`config.mk`:
```
export PLATFORM = sky130hd
export DESIGN_NAME = pipeline_stall_ctrl
export DESIGN_NICKNAME = d
export VERILOG_FILES = /design/src/rtl/pipeline_stall_ctrl.sv
export SDC_FILE = /design/constraint.sdc
export NUM_CORES = 1
export LEC_CHECK = 0
export CAP_MARGIN = 10
export CORE_ASPECT_RATIO = 1.2
export CORE_MARGIN = 1
export CORE_UTILIZATION = 56
export CTS_CLUSTER_DIAMETER = 60
export DETAILED_ROUTE_END_ITERATION = 10
export PLACE_DENSITY = 0.87
export SLEW_MARGIN = 5
export SYNTH_ARGS = -nofsm -noshare
export SYNTH_HDL_FRONTEND = slang
export SYNTH_SLANG_ARGS = --single-unit
export TNS_END_PERCENT = 5
```
`constraint.sdc`:
```
create_clock -name Clk -period 5.1 [get_ports Clk]
set_clock_uncertainty 0.15 [all_clocks]
set_input_delay 0.51 -clock Clk [delete_from_list [all_inputs] [get_ports Clk]]
set_output_delay 0.51 -clock Clk [all_outputs]
set_load 0.05 [all_outputs]
```
`src/rtl/pipeline_stall_ctrl.sv`:
```
// Pipeline hold/bubble/flush controller: Moore FSM (RUN/STALL/FLUSH/FREEZE), event counters, sticky hang flag.
// Latency: inputs sampled at an edge affect outputs one cycle later. Mem_Busy freezes everything and preempts branches and stalls.
module pipeline_stall_ctrl #(
    parameter int FLUSH_CYCLES = 1,
    parameter int MAX_WAIT     = 64,
    parameter int CNT_W        = 16
) (
    input  logic             Clk,
    input  logic             Rst_n,
    input  logic             Stall,
    input  logic             Branch_Taken_EX,
    input  logic             Mem_Busy,
    output logic             PC_Write,
    output logic             IFID_Write,
    output logic             IFID_Flush,
    output logic             IDEX_Write,
    output logic             IDEX_Bubble,
    output logic             EXMEM_Write,
    output logic [CNT_W-1:0] Stall_Cnt,
    output logic [CNT_W-1:0] Flush_Cnt,
    output logic [CNT_W-1:0] Freeze_Cnt,
    output logic             Hang_Err
);

    localparam logic [1:0] S_RUN    = 2'd0;
    localparam logic [1:0] S_STALL  = 2'd1;
    localparam logic [1:0] S_FLUSH  = 2'd2;
    localparam logic [1:0] S_FREEZE = 2'd3;

    localparam int               WAIT_W      = $clog2(MAX_WAIT + 1);
    localparam logic [3:0]       FCNT_RELOAD = 4'(FLUSH_CYCLES - 1);
    localparam logic [WAIT_W-1:0] WAIT_MAX   = WAIT_W'(MAX_WAIT);
    localparam logic [WAIT_W-1:0] WAIT_ONE   = WAIT_W'(1);
    localparam logic [CNT_W-1:0] CNT_MAX     = '1;
    localparam logic [CNT_W-1:0] CNT_ONE     = CNT_W'(1);

    logic [1:0]        state_q, state_d;
    logic [3:0]        fcnt_q, fcnt_d;
    logic              flush_pend_q, flush_pend_d;
    logic [CNT_W-1:0]  stall_cnt_q, stall_cnt_d;
    logic [CNT_W-1:0]  flush_cnt_q, flush_cnt_d;
    logic [CNT_W-1:0]  freeze_cnt_q, freeze_cnt_d;
    logic [WAIT_W-1:0] wait_q, wait_d;
    logic              hang_q, hang_d;
    logic              hold_d;

    always_comb begin
        state_d      = state_q;
        fcnt_d       = fcnt_q;
        flush_pend_d = flush_pend_q;
        case (state_q)
            S_RUN, S_STALL: begin
                if (Mem_Busy) begin
                    state_d = S_FREEZE;
                end else if (Branch_Taken_EX) begin
                    state_d = S_FLUSH;
                    fcnt_d  = FCNT_RELOAD;
                end else if (Stall) begin
                    state_d = S_STALL;
                end else begin
                    state_d = S_RUN;
                end
            end
            S_FLUSH: begin
                if (Mem_Busy) begin
                    state_d      = S_FREEZE;
                    flush_pend_d = 1'b1;
                end else if (fcnt_q != 4'd0) begin
                    fcnt_d = fcnt_q - 4'd1;
                end else if (Branch_Taken_EX) begin
                    fcnt_d = FCNT_RELOAD;
                end else if (Stall) begin
                    state_d = S_STALL;
                end else begin
                    state_d = S_RUN;
                end
            end
            default: begin
                // A branch resolving while frozen must not be lost; it is replayed as a flush on release.
                if (Mem_Busy) begin
                    if (Branch_Taken_EX) begin
                        flush_pend_d = 1'b1;
                        fcnt_d       = FCNT_RELOAD;
                    end
                end else if (flush_pend_q || Branch_Taken_EX) begin
                    state_d      = S_FLUSH;
                    flush_pend_d = 1'b0;
                    if (Branch_Taken_EX) fcnt_d = FCNT_RELOAD;
                end else begin
                    state_d = S_RUN;
                end
            end
        endcase
    end

    always_comb begin
        stall_cnt_d  = stall_cnt_q;
        flush_cnt_d  = flush_cnt_q;
        freeze_cnt_d = freeze_cnt_q;
        if (state_q == S_STALL && stall_cnt_q != CNT_MAX)   stall_cnt_d  = stall_cnt_q + CNT_ONE;
        if (state_q == S_FLUSH && flush_cnt_q != CNT_MAX)   flush_cnt_d  = flush_cnt_q + CNT_ONE;
        if (state_q == S_FREEZE && freeze_cnt_q != CNT_MAX) freeze_cnt_d = freeze_cnt_q + CNT_ONE;

        // Wait count tracks the hold cycle being entered, so Hang_Err shows during the MAX_WAIT-th one.
        hold_d = (state_d == S_STALL) || (state_d == S_FREEZE);
        wait_d = '0;
        if (hold_d) wait_d = (wait_q == WAIT_MAX) ? wait_q : wait_q + WAIT_ONE;
        hang_d = hang_q || (hold_d && wait_d == WAIT_MAX);
    end

    always_ff @(posedge Clk or negedge Rst_n) begin
        if (!Rst_n) begin
            state_q      <= S_RUN;
            fcnt_q       <= 4'd0;
            flush_pend_q <= 1'b0;
            stall_cnt_q  <= '0;
            flush_cnt_q  <= '0;
            freeze_cnt_q <= '0;
            wait_q       <= '0;
            hang_q       <= 1'b0;
        end else begin
            state_q      <= state_d;
            fcnt_q       <= fcnt_d;
            flush_pend_q <= flush_pend_d;
            stall_cnt_q  <= stall_cnt_d;
            flush_cnt_q  <= flush_cnt_d;
            freeze_cnt_q <= freeze_cnt_d;
            wait_q       <= wait_d;
            hang_q       <= hang_d;
        end
    end

    always_comb begin
        PC_Write    = 1'b1;
        IFID_Write  = 1'b1;
        IFID_Flush  = 1'b0;
        IDEX_Write  = 1'b1;
        IDEX_Bubble = 1'b0;
        EXMEM_Write = 1'b1;
        case (state_q)
            S_STALL: begin
                PC_Write    = 1'b0;
                IFID_Write  = 1'b0;
                IDEX_Bubble = 1'b1;
            end
            S_FLUSH: begin
                IFID_Flush  = 1'b1;
                IDEX_Bubble = 1'b1;
            end
            S_FREEZE: begin
                PC_Write    = 1'b0;
                IFID_Write  = 1'b0;
                IDEX_Write  = 1'b0;
                EXMEM_Write = 1'b0;
            end
            default: ;
        endcase
    end

    assign Stall_Cnt  = stall_cnt_q;
    assign Flush_Cnt  = flush_cnt_q;
    assign Freeze_Cnt = freeze_cnt_q;
    assign Hang_Err   = hang_q;

endmodule

```
After elaboration in Yosys (flattened, before gate mapping)
Index checks and enable logic that the tools add are counted.
- register bits: 63
- input bits: 5
- output and inout port bits: 55
- logic and storage cells: 71
- add/sub/neg operators: 5
- eq/ne operators: 14
- mux-type cells: 27
- bitwise gates (word level): 1
- reduce and logical (&&, ||, !) cells: 16
- operators with widths (cell ; count):
    adder 16 x 1 -> 16 bit (second input constant) ; 3
    inequality test 16 bit (second input constant) ; 3
    2-to-1 mux 4 bit ; 6
    equality test 7 bit (second input constant) ; 2
    2-to-1 mux 2 bit ; 7
    2-to-1 mux 7 bit ; 2
    2-to-1 mux 1 bit ; 9
    one-hot mux 4 bit (2 select lines) ; 1
    nonzero test 4 bit ; 2
    adder 7 x 1 -> 7 bit (second input constant) ; 1
    equality test 2 bit (second input constant) ; 3
    inequality test 2 bit (second input constant) ; 3
    OR reduction 2 bit ; 3
    equality test 2 x 1 -> 1 bit (second input constant) ; 2
    logical AND 1 bit ; 4
    one-hot mux 2 bit (2 select lines) ; 1
    AND reduction 4 bit ; 1
    subtractor 4 x 1 -> 4 bit (second input constant) ; 1
    logical OR 1 bit ; 3
    inequality test 3 x 2 -> 1 bit (second input constant) ; 1
    AND reduction 3 bit ; 1
    logical NOT 2 bit ; 1
    one-hot mux 1 bit (2 select lines) ; 1
    nonzero test 2 bit ; 1
    NOT 1 bit ; 1

Depth between registers and ports, before layout
Gate-level depths: netlist of run 1.
- word-level depth: 11
- mapped depth: 8
- mapped depth without buffers: 7

Least setup slack after synthesis of run 1
No wires, ideal clock.
- path type: register to output
- start point: register state_q[1]
- end point: output PC_Write
- arrival: 1.727 ns
- data required time: 4.440 ns
- path slack: 2.713 ns
- stages on the path, launching flop included: 5
- buffers on the path: 1
- path through: dfrtp_1 inv_1 ha_1 nor2_1 buf_4
- longest elaborated chain between the ends: 3
- elaborated cells on any way between the ends: 4
- classes of those cells: 2 x eq/ne; 1 x mux; 1 x reduce/logical
- RTL lines (what ; RTL line ; source):
    start: declaration ; 37 ; logic [1:0] state_q, state_d;
    start signal: assignment ; 122 ; state_q <= state_d;
    equality test 2 x 1 -> 1 bit or equality test 2 bit (tied branches) ; n/a ;
    OR reduction 2 bit (no source line) (*) ; n/a ;
    2-to-1 mux 1 bit (*) ; n/a ;
    end: declaration ; 13 ; output logic PC_Write,
Every way passes the cells marked *; elsewhere a longest branch is shown, timed or not.

Final worst setup path of run 1
- start point: register state_q[0]
- end point: output IFID_Flush
- longest elaborated chain between the ends: 2
- RTL lines (what ; RTL line ; source):
    equality test 2 bit ; 140 ; case (state_q)
    2-to-1 mux 1 bit ; 140 ;
    end: declaration ; 15 ; output logic IFID_Flush,
Every way passes these cells.

==> key figures, run 1 <==
Run status
  • Outcome: complete, but fails checks
  • Failing checks: DRC

Die
  • Die area: 0.00604 mm²
  • Num ports: 60
  • Die Wd: 71.1 µm
  • Die Y: 85.0 µm
  • FP Rows: 29
  • Initial core utilization: 59.4%
  • CORE AREA: 0.00541 mm²

Drt
  • Residual DRC count: 6
  • DR vias: 2510
  • Final WL: 6.32 mm
  • Starting DRT DRC Count: 78
  • Drt pass-1 iters: 8
  • Final ANT Viol Nets: 0
  • Vias/cell: 5.64
  • Wire per inst: 14.2 µm

GRT
  • Vias in the first global route: 2389
  • GR peak layer: met2
  • Global route total overflow: 0
  • Initial antenna violation count: 0
  • GR Layer Usage met2: 39.3%
  • Total track usage: 23.1%
  • Largest net degree at the start of global routing: 64
  • GRT met1 Usage: 28.0%
  • GR Util met3: 5.34%
  • First-pass GRT wire length: 10.8 mm

Critical path
  • Cell Chain, Critical Path: inv_1 > ha_1 > clkdlybuf4s50_1
  • Crit path max fanout: 11
  • Worst setup SP type: flop
  • Critical Path AT: 2180 ps
  • Worst Setup Path Type: reg -> out
  • CP max stage cell: clkdlybuf4s50_1
  • Worst Path Required: 4440 ps
  • CP max stage delay: 900 ps
  • Critical Path End Type: output port

Timing
  • Fin. max-slew vios: 0
  • Final clock period utilization by the worst path: 55.7%
  • Slew HR: 48.7%
  • Slew @ Worst Pin: 770 ps
  • Setup TNS: 0 ps
  • Final Hold Viols: 0
  • Maximum clock frequency: 352 MHz
  • Final setup violating endpoints: 0
  • RSZ-0062 raised after global routing: false
  • Post-layout min period: 2840 ps

Synthesis
  • Distinct cell type count after synthesis: 46
  • Post-synthesis compound-gate area fraction: 7.99%
  • Largest family of logic cells by synthesized area: simple AND/OR/NAND/NOR gates
  • Post-synth top area share: 49.1%
  • Top FF cell, synth: dfrtp_1
  • Synth Area in Adders: 4.29%
  • Area leader, netlist: dfrtp_1
  • Synth area leaders: dfrtp_1 49%, xnor2_1 8.5%, xor2_1 4.9%, ha_1 4.3%, nor2_1 3.6%
  • Mapped Cells: 316
  • Asr flop ratio synth: 100%
  • Syn nets: 332
  • Synth Area in XOR/XNOR: 13.4%
  • Yosys warnings: 0
  • Simple logic cell fraction of the synthesized area: 19.9%
  • Post-Syn Area: 0.00321 mm²
  • Avg Synthesized Cell Area: 10.2 µm²
  • Post-synth EDFFs: 0
  • Sequential fraction of the synthesis area: 49.1%
  • Flops & latches, synth: 63
  • Mux cell area share after synthesis: 1.71%

Cells and area
  • Fillers: 372
  • N_diodes: 0
  • Share of layout cells above drive strength 1: 7.05%
  • Nets: 394
  • Final std cells w/o fill: 445
  • Syn-to-layout area delta: 25.2%
  • Most common cell after layout, fill and taps aside: dfrtp_1
  • Most frequent cells in the layout: 63 x dfrtp_1, 58 x clkdlybuf4s50_1, 31 x nor2_1, 31 x xnor2_1, 23 x nand3_1

Clocking
  • Inserted Clock Buffers: 9
  • # Post-CTS Setup Buffers: 0
  • TritonCTS Sinks: 63
  • Post-cts resize count: 0
  • Clk Latency, worst-skew pair: 350 ps
  • Bufs on Longest Clock Path: 2
  • CTS tree: yes
  • Hold buffers post-CTS: 0
  • Htree depth: 3
  • Reg clk slew, reported paths: 70 ps
  • Root buf cell: clkbuf_8

Place
  • Hpwl dp: 4.46 mm
  • Inst Count DP: 429
  • GP Congestion: 0.812
  • Port bufs: 59

Pwr
  • Leak pwr: 0.00181 µW
  • Power Dens Cells: 532 mW/mm²
  • VDD IR max: 0.358 mV

Min path
  • Hold WC Path Type: in -> async

Run
  • Maxcap violations: 0
state kept, by name, indices dropped and copies added, names as in the netlist:
register and flops:
Stall_Cnt 16, fcnt_q 4, Freeze_Cnt 16, Flush_Cnt 16
flush_pend_q 1, state_q 2, Hang_Err 1, wait_q 7
per-stage QoR:
stage | instance area (µm²) | setup WS [ps] | utilization [%] | total power (µW) | hold slack [ps]
6_report | 4020 | 2260 | 74.4 | 2140 | 154
5_1_grt | 4020 | 2190 | 74.4 | 2260 | 247
4_1_cts | 4020 | 2250 | 74.4 | 2150 | 204
3_5_place_dp | 3820 | 2400 | 70.7 | 1710 | 294
3_3_place_gp | 3820 | 2420 | 70.7 | 1680 | 312
2_1_floorplan | 3210 | 2710 | - | 1440 | 64.4
cell type report:
cell class / instances / area (µm²) / area share [%]
timing repair buffer: 60 / 593 / 14.7
sequential: 63 / 1580 / 39.2
clock buffer: 10 / 138 / 3.42
multi-input combinational: 228 / 1520 / 37.7
inverter: 16 / 60.1 / 1.49
clock inverter: 6 / 60.1 / 1.49
tap: 62 / 77.6 / 1.93
cells by family after synthesis:
| group | count (synthesis) |
|---|---|
| AO/OA/AOI/OAI | 38 |
| XOR/XNOR | 49 |
| adder cells (fa/ha/maj) | 11 |
| buffers and inverters | 25 |
| flip-flops | 63 |
| multiplexers | 5 |
| AND/OR/NAND/NOR | 125 |
final timing paths:
path	start	end	slack [ps]	cells past startpoint
max	state_q[0]	IFID_Flush	2260	3
min	Rst_n	Freeze_Cnt[13]	150	2
max reg2reg	state_q[1]	Freeze_Cnt[8]	2810	5
min reg2reg	Hang_Err	Hang_Err	320	2
max in group asynchronous	Rst_n	Freeze_Cnt[9]	4110	2
min in group Clk	Hang_Err	Hang_Err	320	2
where the power goes:
| group | total, µW | switching [µW] | internal [µW] |
|---|---|---|---|
| clock network | 430 | 194 | 236 |
| logic | 976 | 627 | 349 |
| registers | 735 | 135 | 600 |
synthesized netlist by cell type, types with 2 or more instances:
cell	count
o22a_1	2
nand4_1	13
nor3_1	11
xnor2_1	31
nand2_1	22
clkbuf_1	4
mux2_1	2
nand2b_1	2
a21oi_1	10
o21ai_0	6
buf_4	2
ha_1	11
dfrtp_1	63
a21o_1	2
buf_6	2
mux2_2	2
a31oi_1	5
and3_1	11
and4_1	3
inv_1	16
xor2_1	18
o22ai_1	2
nand3_1	23
nor2_1	31
critical path, delay by kind of cell, from the launching register on:
family                   cells  cell delay [ps]
buffers and inverters        2             1000
flip-flops                   1              430
adder cells (fa/ha/maj)      1              400
per-layer routing:
metal  vias up  wire, µm
li1       1225         -
met1      1203      2750
met2        68      3150
met3        14       273
met4         0       148
met5         -         0
No activity file was read; power rests on OpenSTA's default activity.
==> inputs of run 2 (changes only) <==
--- a/config.mk
+++ b/config.mk
@@ -8,10 +8,10 @@
 export CAP_MARGIN = 10
 export CORE_ASPECT_RATIO = 1.2
 export CORE_MARGIN = 1
-export CORE_UTILIZATION = 56
+export CORE_UTILIZATION = 52
 export CTS_CLUSTER_DIAMETER = 60
 export DETAILED_ROUTE_END_ITERATION = 10
-export PLACE_DENSITY = 0.87
+export PLACE_DENSITY = 0.82
 export SLEW_MARGIN = 5
 export SYNTH_ARGS = -nofsm -noshare
 export SYNTH_HDL_FRONTEND = slang
==> constraint.sdc (replaced) <==
create_clock -name Clk -period 2.7 [get_ports Clk]
set_clock_uncertainty 0.15 [all_clocks]
set_input_delay 0.27 -clock Clk [delete_from_list [all_inputs] [get_ports Clk]]
set_output_delay 0.27 -clock Clk [all_outputs]
set_load 0.05 [all_outputs]
==> run 2 against run 1 <==
Net effect:
- the run now ends clean
- total power up 97%
- cell area up 2.6%
- critical path depth up 1
- register-to-register slack worse by 2400 ps
- via count up 1.5%
- flip-flop and latch count unchanged
- critical path type unchanged
- largest cell class unchanged
==> key figures, run 2 (synthesis results as in run 1) <==
Drt
  • Final ANT Viol Nets: 0
  • Wire per inst: 13.8 µm
  • Drt pass-1 iters: 4
  • Vias/cell: 5.46
  • Starting DRT DRC Count: 104
  • Final WL: 6.43 mm
  • DR vias: 2548
  • Residual DRC count: 0

Pwr
  • Power Dens Cells: 1020 mW/mm²
  • VDD IR max: 0.640 mV
  • Comb power frac: 43.4%
  • Clock share of power: 23.8%
  • Switching fraction of total power: 42.9%
  • Seq pwr share: 32.7%
  • Cell Int Power: 2410 µW
  • Leak pwr: 0.00186 µW
  • Total power: 4220 µW
  • NetSw: 1810 µW

Clocking
  • Htree depth: 3
  • Inserted Clock Buffers: 9
  • Reg clk slew, reported paths: 70 ps
  • TritonCTS Sinks: 63
  • CTS tree: yes
  • Clk Latency, worst-skew pair: 350 ps
  • Bufs on Longest Clock Path: 2
  • Root buf cell: clkbuf_8

Die
  • Die Wd: 73.7 µm
  • Die area: 0.00650 mm²
  • Die Y: 88.1 µm
  • FP Rows: 31
  • Num ports: 60
  • CORE AREA: 0.00601 mm²
  • Initial core utilization: 53.4%

Cells and area
  • Most frequent cells in the layout: 63 x dfrtp_1, 57 x clkdlybuf4s50_1, 31 x nor2_1, 31 x xnor2_1, 23 x nand3_1
  • Share of layout cells above drive strength 1: 7.27%
  • Nets: 396
  • Most common cell after layout, fill and taps aside: dfrtp_1
  • Utilization after layout: 68.7%
  • Syn-to-layout area delta: 28.5%
  • Final std cells w/o fill: 467
  • Fillers: 466
  • N_diodes: 0
  • Design Area, Final: 0.00413 mm²

GRT
  • GR peak layer: met2
  • GR Util met3: 4.03%
  • Largest net degree at the start of global routing: 36
  • Total track usage: 22.5%
  • GRT met1 Usage: 27.6%
  • Initial antenna violation count: 0
  • First-pass GRT wire length: 11.3 mm
  • Global route total overflow: 0
  • GR Layer Usage met2: 38.4%
  • Vias in the first global route: 2541

Timing
  • RSZ-0062 raised after global routing: false
  • Final setup violating endpoints: 0
  • Fin. max-slew vios: 0
  • Maximum clock frequency: 390 MHz
  • Final Hold Viols: 0
  • Setup TNS: 0 ps
  • Final clock period utilization by the worst path: 94.9%
  • Slew HR: 54.4%
  • Slew @ Worst Pin: 684 ps
  • Post-layout min period: 2560 ps

Place
  • GP Congestion: 0.802
  • Hpwl dp: 4.56 mm
  • Inst Count DP: 450
  • DP Area: 0.00387 mm²
  • Port bufs: 59

Critical path
  • Critical Path AT: 2140 ps
  • Reg2Reg Setup Slack: 440 ps
  • Crit path max fanout: 7
  • Worst Path Required: 2280 ps
  • Worst Setup Path Type: reg -> out
  • Worst setup SP type: flop
  • Critical Path End Type: output port

Run
  • Maxcap violations: 0

Min path
  • Hold WC Path Type: reg -> reg

Run status
  • Outcome: finished clean
[run 2: cell types whose count changed in the layout (fill, tap and decap cells not counted), sizes merged]
cell           previous run  this run
bufinv                    1         3
clkinvlp                  2         0
buf                       2         3
clkbuf                   10         9
clkdlybuf4s50            58        57
clkinv                    3         4
dlygate4sd3               0         1
dlymetal6s2s              0         1
[run 2: path summary, 6_finish.rpt]
path / from / end / depth (start not counted)
worst max-delay path: state_q[1] / PC_Write / 4
worst min-delay path: Hang_Err / Hang_Err / 2
worst max register to register: state_q[1] / Freeze_Cnt[6] / 5
worst min register to register: Hang_Err / Hang_Err / 2
max in group asynchronous: Rst_n / Stall_Cnt[8] / 3
min in group asynchronous: Rst_n / Freeze_Cnt[14] / 2
[run 2: timing repair]
item | CTS | global route
hold buffers | 1 | 0
endpoints found under the setup margin | 0 | 1
resized for setup | 0 | 1
endpoints found under the hold margin | 28 | 0
buffers inserted | 0 | 0
[run 2: per-layer routing]
metal / up-vias / part of all wire [%]
met5: - / 0
met4: 0 / 1.5
met3: 12 / 5.0
met2: 72 / 50
met1: 1241 / 43
li1: 1223 / -
[run 2: through the flow]
stage | hold WS [ps] | setup slack (ps)
global route | 369 | 53.0
global placement | 195 | 344
detailed placement | 200 | 319
floorplan | -176 | 379
finish | 341 | 139
CTS | 344 | 106
[run 2: final cells by class]
class | instances | area [µm²] | share of cell area, %
multi-input cells | 228 | 1520 | 36.8
flip-flops and latches | 63 | 1580 | 38.2
clock buffers | 9 | 124 | 3.00
well taps | 82 | 103 | 2.49
clock inverters | 7 | 121 | 2.94
repair buffers | 62 | 626 | 15.2
inverters | 16 | 60.1 | 1.45
[run 2: worst max-delay path, cell delays in order (launching register included)]
cell and delay (ps):
dfrtp_1 420, inv_1 80, ha_1 270, nor2_1 190, clkdlybuf4s50_1 830
[run 2: power groups by stage]
stage	Combinational, µW	Clock [µW]	Sequential (µW)
CTS	1850	1010	1380
global placement	1810	0	1380
detailed placement	1840	0	1390
finish	1830	1010	1380
global route	1970	1060	1420
floorplan	956	0	1770
